--- src/rtl/imm_gen_pkg.sv ---
// imm_gen_pkg: opcodes, format tags and the skid-buffer entry shared by the immediate generator.
package imm_gen_pkg;
    localparam logic [6:0] OP_LOAD   = 7'b0000011;
    localparam logic [6:0] OP_IMM    = 7'b0010011;
    localparam logic [6:0] OP_AUIPC  = 7'b0010111;
    localparam logic [6:0] OP_STORE  = 7'b0100011;
    localparam logic [6:0] OP_OP     = 7'b0110011;
    localparam logic [6:0] OP_LUI    = 7'b0110111;
    localparam logic [6:0] OP_BRANCH = 7'b1100011;
    localparam logic [6:0] OP_JALR   = 7'b1100111;
    localparam logic [6:0] OP_JAL    = 7'b1101111;
    localparam logic [6:0] OP_SYSTEM = 7'b1110011;
    localparam int MAX_XLEN = 64;

    typedef enum logic [2:0] {
        FMT_NONE, FMT_I, FMT_S, FMT_B, FMT_U, FMT_J, FMT_ZIMM, FMT_SHAMT
    } fmt_e;

    // pc/imm sized for the widest XLEN; narrower builds leave the upper bits zero
    typedef struct packed {
        logic [31:0]         inst;
        logic [MAX_XLEN-1:0] pc;
        logic [MAX_XLEN-1:0] imm;
        fmt_e                fmt;
        logic                illegal;
    } entry_t;
endpackage

--- src/rtl/imm_decode.sv ---
// imm_decode: combinational instruction word -> sign/zero-extended immediate, format tag, illegal flag.
module imm_decode
    import imm_gen_pkg::*;
#(
    parameter int XLEN          = 32,
    parameter int SHAMT_EXTRACT = 1,
    parameter int ZIMM_EN       = 1
) (
    input  logic [31:0]     inst,
    output logic [XLEN-1:0] imm,
    output logic [2:0]      fmt,
    output logic            illegal
);
    logic [6:0] opcode;
    logic [2:0] funct3;
    logic [XLEN-1:0] i_imm, s_imm, b_imm, u_imm, j_imm, shamt, zimm;

    assign opcode = inst[6:0];
    assign funct3 = inst[14:12];
    assign i_imm  = XLEN'($signed(inst[31:20]));
    assign s_imm  = XLEN'($signed({inst[31:25], inst[11:7]}));
    assign b_imm  = XLEN'($signed({inst[31], inst[7], inst[30:25], inst[11:8], 1'b0}));
    assign u_imm  = XLEN'($signed({inst[31:12], 12'b0}));
    assign j_imm  = XLEN'($signed({inst[31], inst[19:12], inst[20], inst[30:21], 1'b0}));
    assign shamt  = (XLEN == 64) ? XLEN'(inst[25:20]) : XLEN'(inst[24:20]);
    assign zimm   = XLEN'(inst[19:15]);

    always_comb begin
        imm     = '0;
        fmt     = FMT_NONE;
        illegal = 1'b0;
        if (inst[1:0] != 2'b11) begin
            illegal = 1'b1;
        end else begin
            case (opcode)
                OP_IMM: begin
                    // funct3 001/101 are the shift-immediate forms
                    fmt = (SHAMT_EXTRACT != 0 && funct3[1:0] == 2'b01) ? FMT_SHAMT : FMT_I;
                    imm = (SHAMT_EXTRACT != 0 && funct3[1:0] == 2'b01) ? shamt : i_imm;
                end
                OP_LOAD, OP_JALR: begin
                    fmt = FMT_I;
                    imm = i_imm;
                end
                OP_SYSTEM: begin
                    fmt = (ZIMM_EN != 0 && funct3[2]) ? FMT_ZIMM : FMT_I;
                    imm = (ZIMM_EN != 0 && funct3[2]) ? zimm : i_imm;
                end
                OP_STORE: begin
                    fmt = FMT_S;
                    imm = s_imm;
                end
                OP_BRANCH: begin
                    fmt = FMT_B;
                    imm = b_imm;
                end
                OP_LUI, OP_AUIPC: begin
                    fmt = FMT_U;
                    imm = u_imm;
                end
                OP_JAL: begin
                    fmt = FMT_J;
                    imm = j_imm;
                end
                OP_OP: ;
                default: illegal = 1'b1;
            endcase
        end
    end
endmodule

--- src/rtl/imm_gen_pipe.sv ---
// imm_gen_pipe: decode-stage immediate generator behind a 2-entry skid buffer with PC+imm target.
module imm_gen_pipe
    import imm_gen_pkg::*;
#(
    parameter int XLEN          = 32,
    parameter int SHAMT_EXTRACT = 1,
    parameter int ZIMM_EN       = 1
) (
    input  logic            clk,
    input  logic            rst_n,
    input  logic            flush,
    input  logic            in_valid,
    output logic            in_ready,
    input  logic [31:0]     in_inst,
    input  logic [XLEN-1:0] in_pc,
    output logic            out_valid,
    input  logic            out_ready,
    output logic [XLEN-1:0] out_imm,
    output logic [2:0]      out_fmt,
    output logic            out_illegal,
    output logic [XLEN-1:0] out_target,
    output logic [XLEN-1:0] out_pc
);
    logic [XLEN-1:0] dec_imm;
    logic [2:0]      dec_fmt;
    logic            dec_illegal;
    entry_t          head, skid, incoming;
    logic            head_valid, skid_valid, push, pop, unused_bits;

    imm_decode #(
        .XLEN(XLEN),
        .SHAMT_EXTRACT(SHAMT_EXTRACT),
        .ZIMM_EN(ZIMM_EN)
    ) u_decode (
        .inst(in_inst),
        .imm(dec_imm),
        .fmt(dec_fmt),
        .illegal(dec_illegal)
    );

    assign incoming = '{inst: in_inst, pc: MAX_XLEN'(in_pc), imm: MAX_XLEN'(dec_imm),
                        fmt: fmt_e'(dec_fmt), illegal: dec_illegal};
    assign in_ready = !skid_valid;
    assign push     = in_valid && in_ready;
    assign pop      = head_valid && out_ready;

    // skid only fills when the head is held; it refills the head on the next pop
    always_ff @(posedge clk or negedge rst_n) begin
        if (!rst_n) begin
            head_valid <= 1'b0;
            skid_valid <= 1'b0;
            head       <= '0;
            skid       <= '0;
        end else if (flush) begin
            head_valid <= 1'b0;
            skid_valid <= 1'b0;
        end else if (!head_valid || pop) begin
            head_valid <= skid_valid || push;
            skid_valid <= 1'b0;
            if (skid_valid) head <= skid;
            else if (push) head <= incoming;
        end else if (push) begin
            skid       <= incoming;
            skid_valid <= 1'b1;
        end
    end

    assign out_valid   = head_valid;
    assign out_imm     = head.imm[XLEN-1:0];
    assign out_fmt     = head.fmt;
    assign out_illegal = head.illegal;
    assign out_pc      = head.pc[XLEN-1:0];
    assign out_target  = out_pc + out_imm;
    assign unused_bits = ^{head.inst, head.pc, head.imm};
endmodule
--- config.mk ---
export PLATFORM = sky130hd
export DESIGN_NAME = imm_gen_pipe
export DESIGN_NICKNAME = d
export VERILOG_FILES = /design/src/rtl/imm_gen_pkg.sv /design/src/rtl/imm_decode.sv /design/src/rtl/imm_gen_pipe.sv
export SDC_FILE = /design/constraint.sdc
export NUM_CORES = 1
export LEC_CHECK = 0
export CAP_MARGIN = 15
export CORE_MARGIN = 4
export CORE_UTILIZATION = 40
export CTS_BUF_LIST = sky130_fd_sc_hd__clkbuf_8 sky130_fd_sc_hd__clkbuf_16
export DETAILED_ROUTE_END_ITERATION = 10
export HOLD_SLACK_MARGIN = 0.06
export SYNTH_ARGS = -nofsm -noshare
export SYNTH_HDL_FRONTEND = slang
export SYNTH_HIERARCHICAL = 1
export SYNTH_SLANG_ARGS = --single-unit
export TNS_END_PERCENT = 20
--- constraint.sdc ---
create_clock -name clk -period 7 [get_ports clk]
set_input_delay 2.1 -clock clk [delete_from_list [all_inputs] [get_ports clk]]
set_output_delay 2.1 -clock clk [all_outputs]
set_load 0.01 [all_outputs]
======== Yosys cells after proc, flatten, opt, wreduce, memory -nomap -nowiden ========
Cells that the tools add are included.
operators by class
  add/sub/neg operators ................... 1
  multiply operators ...................... 0
  divide/modulo/power cells ............... 0
  magnitude comparators ................... 0
  eq/ne operators ......................... 12
  shift operators ......................... 0
  multiplexer cells ....................... 17
  bitwise gates (word level) .............. 2
  reduce and logical (&&, ||, !) cells .... 14
operators with widths
  kind                number
  $pmux 32 s7         1
  $mux 100            2
  $mux 32             3
  $add 32x32->32      1
  $eq 7x7->1 const B  4
  $eq 7x6->1 const B  3
  $pmux 3 s7          1
  $eq 7x5->1 const B  2
  $reduce_or 10->1    1
  $mux 3              3
  $eq 7x2->1 const B  1
  $mux 1              7
  $reduce_and 3->1    2
  $reduce_bool 2->1   2
  $reduce_or 2->1     2
  $reduce_bool 3->1   1
  $eq 2x1->1 const B  1
  $logic_and 1x1->1   2
  $logic_not 1->1     2
  $logic_or 1x1->1    2
  $ne 2x2->1 const B  1
  $not 1->1           2
storage, ports and cells
  bits in registers ....................... 138
  bits in latches ......................... 0
  memory bits (writable) .................. 0
  ROM bits ................................ 0
  input bits .............................. 69
  output and inout bits ................... 102
  logic and storage cells ................. 56
  memories kept ........................... 0

======== Logic depth before layout (Yosys ltp) ========
  depth after elaboration ................. 6
  depth in mapped cells ................... 8
  gate-level depth less buffers ........... 8

======== By module ========
Netlist, hierarchy kept.
by module, submodules not included
  module        times used  cells each  area an instance (um2)  sequential area each (um2)
  imm_gen_pipe  1           703         7528.5                  3453.3
  imm_decode    1           123         808.3                   0.0

======== Worst setup path before layout ========
No wires, ideal clock.
  path type ............................... register to output
  start point ............................. register head, in the netlist out_imm[0]
  end point ............................... output port out_target[16]
  arrival time ............................ 2225 ps
  required time ........................... 4900 ps
  path slack .............................. 2675 ps
  cell stages (with the launch flop) ...... 9
  path buffers ............................ 0
  cell sequence ........................... dfrtp_1 ha_1 fa_1 a21oi_1 o211ai_1 a31oi_2 o21ai_1 a221oi_2 xnor2_1
between the ends
  cells in the longest elaborated chain, start to end .. 1
RTL lines
  element                 line                text
  start, declared         imm_gen_pipe.sv:27  entry_t head, skid, incoming;
  start signal, assigned  imm_gen_pipe.sv:60  if (skid_valid) head <= skid;
  start signal, assigned  imm_gen_pipe.sv:61  else if (push) head <= incoming;
  $add 32x32->32          imm_gen_pipe.sv:73  assign out_target = out_pc + out_imm;
  end, declared           imm_gen_pipe.sv:21  output logic [XLEN-1:0] out_target,
No other way between the ends.

======== Worst setup path after layout ========
Same ends and word-level chain as after synthesis.

==> summary.md <==
| Metric | Value |
|---|---|
| Top cell type by total area after synthesis | dfrtp_1 |
| Max FO, Critical Path | 3 |
| Fin crit share | 0.8131 |
| Post-synthesis simple-gate area fraction | 0.1127 |
| Drt total wl | around 23000 um |
| Final ANT Viol Nets | 0 |
| Crit-path leading delay family | compound AO/OA/AOI/OAI gates |
| DRC viols | 0 |
| Met1 Resource Use GR | 0.2809 |
| Layout Skew | between 0.01 and 0.015 ns |
| Placed Cells | around 1200 |
| CP Capture Point | out_target[16] |
| Register bit total from synthesis | roughly 140 |
| Clk sink count | roughly 140 |
| Worst Path Buf+Inv | 1 |
| Final net count | approximately 1100 |
| Fill cells | 1841 |
| Bufs on Longest Clock Path | 2 |
| Vias per Instance | approximately 5.3 |
| Postcts setup bufs | 0 |
| Most used DFF post-synth | dfrtp_1 |
| RSZ-0062 raised after global routing | no |
| Syn Area/Cell | 10.09 sq um |
| Final Hold Vio Count | 0 |
| Number of synthesized flops with an enable pin | 0 |
| Drt initial violations | between 200 and 250 |
| Worst-path clk slew | ~0.07 ns |
| Leak | about 4.4 nW |
| Mux share of post-synthesis cell area | 0.1747 |
| Fraction of layout cells with a size suffix above 1 | 0.1535 |
| Crit-path cells | ha_1 -> fa_1 -> a21oi_1 -> o211ai_1 -> a31oi_2 -> o21ai_1 -> a221oi_2 -> xnor2_1 -> clkdlybuf4s50_1 |
| Post-synthesis instance total | ~830 |
| Post-DP HPWL | between 15000 and 20000 um |
| Post-CTS sizing | 0 |
| Worst reg2reg setup slack | between 4 and 5 ns |
| Clock insertion delay at the later pin of the skew report | ~0.42 ns |
| Count leader, synth | dfrtp_1 |
| Post-Syn Area | between 8000 and 9000 sq um |
| Core area | between 20000 and 25000 sq um |
| Worst reg-to-reg path cell count | 6 |
| CP max stage cell | clkdlybuf4s50_1 |
| Post-Place Setup Slack | 1.779 ns |
| Ports | 171 |
| Pwr Density | between 300 and 400 nW/um^2 |
| Crit. End Element | primary output |
| Drt first pass iters | 7 |
| Vias in the first global route | 6666 |
| Endpoints failing setup | 0 |
| Critical Path AT | around 3.6 ns |
| Share of the synthesized area in the top cell type | 0.4142 |
| Port buffer count | 170 |
| Syn. warnings | 6 |
| Reg2reg end | out_imm[30] |
| Status | completed |
| Max-slew violations | 0 |
| Routed length per instance | around 18 um |
| Gpl congestion | 0.8589 |
| M2 GR Usage | 0.3095 |
| Initial antenna violation count | 1 |
| First-pass GRT wire length | approximately 37000 um |
| Synth Area in Compound Gates | 0.1834 |
| Critical path depth in cells | 9 |
| Syn Nets | 927 |
| Total congestion overflow | 0 |
| F_max | between 150 and 200 MHz |
| Critical Path Source Type | register |
| Die Ht | 152.4 um |
| Largest net degree at the start of global routing | between 90 and 100 |
| Area added between synthesis and finish | 29.51% |
| Cell variety after synth | 73 |
| Busiest metal layer after global routing | met2 |
| Req. time, crit path | a little under 5 ns |
| Post-synth ARST share | 1.000 |
| Total vias in the final route | 6718 |
| CTS Root Cell | clkbuf_16 |
| Crit. Startpoint | out_imm[0] |
| Hold_buf cts | 0 |
| Post-synth top cells | 138 x dfrtp_1, 114 x a21oi_1, 96 x nor2_1, 69 x mux2i_1, 56 x mux2_2 |
| Hold Crit Class | reg2reg |
| Seq/Total Area, Yosys | 0.4142 |
| Top post-synthesis cells by area | dfrtp_1 41%, mux2i_1 8.3%, mux2_2 7.6% |
| Final Worst Setup Slack | approximately 1.3 ns |
| Largest family of logic cells by synthesized area | compound AO/OA/AOI/OAI gates |
| Relative slew slack | 0.3028 |
| H-tree depth | 4 |
| Number of max-cap violations | 0 |
| Die area | between 20000 and 25000 sq um |
| Post-synthesis adder-cell area fraction | 0.04893 |
| ANT cells | 0 |
| Max IR drop VDD | 0.1583 mV |
| CP peak stage delay | 0.58 ns |
| Clock tree from TritonCTS | yes |
| GRT met3 Usage | 0.04487 |
| Total track usage | 0.1980 |
| Die Wd | 152.4 um |
| Site Rows | 52 |
| Post-synthesis xor/xnor area fraction | 0.02837 |
| Critical path type | reg2out |
| Setup TNS | 0 ns |
| Least-Margin Pin Slew | 1.038 ns |
| Initial core utilization | 0.4094 |
| Fin crit period | between 5 and 6 ns |
| Worst r2r src | skid_valid |
| CTS Buf Count | 17 |
| Non-Filler Instances | 1260 |
==> how the worst min path moves through the flow <==
stage,startpoint,to,depth (start not counted)
after CTS,skid[30],skid[30],1
after global routing,skid[33],skid[33],1
final,skid[33],skid[33],1
after floorplan,skid[17],skid[17],1
after detailed placement,skid[33],skid[33],1
after global placement,skid[18],skid[18],1
==> power by group <==
| group | switching, mW | internal (mW) |
|---|---|---|
| clock network | 0.377 | 0.505 |
| registers | 0.0993 | 0.918 |
| logic | 0.685 | 0.680 |
| total | 1.16 | 2.10 |
==> logic make-up (layout without fill, tap and decap cells) <==
kind of cell	count (synthesis)	after routing
AOI/OAI and AO/OA	228	228
xor gates and xnor gates	27	27
adders and majority gates	32	32
buffers and inverters	69	233
DFF	138	138
muxes	137	137
and+or+nand+nor	195	195
==> metal layers <==
layer / share of wire / wire length [um]
met3: 0.049 / 1137
met5: 0.00078 / 18
met2: 0.47 / 10740
met1: 0.47 / 10920
met4: 0.011 / 263
==> per-stage QoR <==
step	util	power, mW	hold WS [ns]	cell area, sq um
2_1_floorplan	-	1.764	0.4640	8337
3_3_place_gp	0.5020	2.392	0.4732	10220
3_5_place_dp	0.5020	2.400	0.4808	10220
4_1_cts	0.5302	3.295	0.4946	10800
5_1_grt	0.5302	3.455	0.5002	10800
6_report	0.5302	3.264	0.4918	10800
==> placed cells by master (no fill, tap or decap), drive strengths merged, types with 7 or more instances in the layout <==
master	n
clkdlybuf4s50	169
dfrtp	138
a21oi	120
nor2	96
mux2i	69
mux2	68
o21ai	43
nand2	34
ha	31
inv	31
xnor2	18
clkbuf	18
nand3	12
a211oi	11
nor3	10
xor2	9
nor2b	9
buf	8
o211ai	8
nand4	7
and3	7
a31oi	7
==> layout make-up <==
class,count,area (sq um),share of cell area
clock buffer,18,439.2,0.04068
timing repair buffer,177,1755,0.1626
inverter,24,90.09,0.008344
multi-input combinational,619,4582,0.4244
clock inverter,14,135.1,0.01252
sequential,138,3457,0.3202
tap,270,337.8,0.03129
==> sequential cells by signal, indices dropped and copies added (netlist names) <==
register     cells
out_fmt          3
out_illegal      1
out_imm         32
out_pc          32
out_valid        1
skid            68
skid_valid       1
Note: power is estimated with default switching activity, not from simulation.
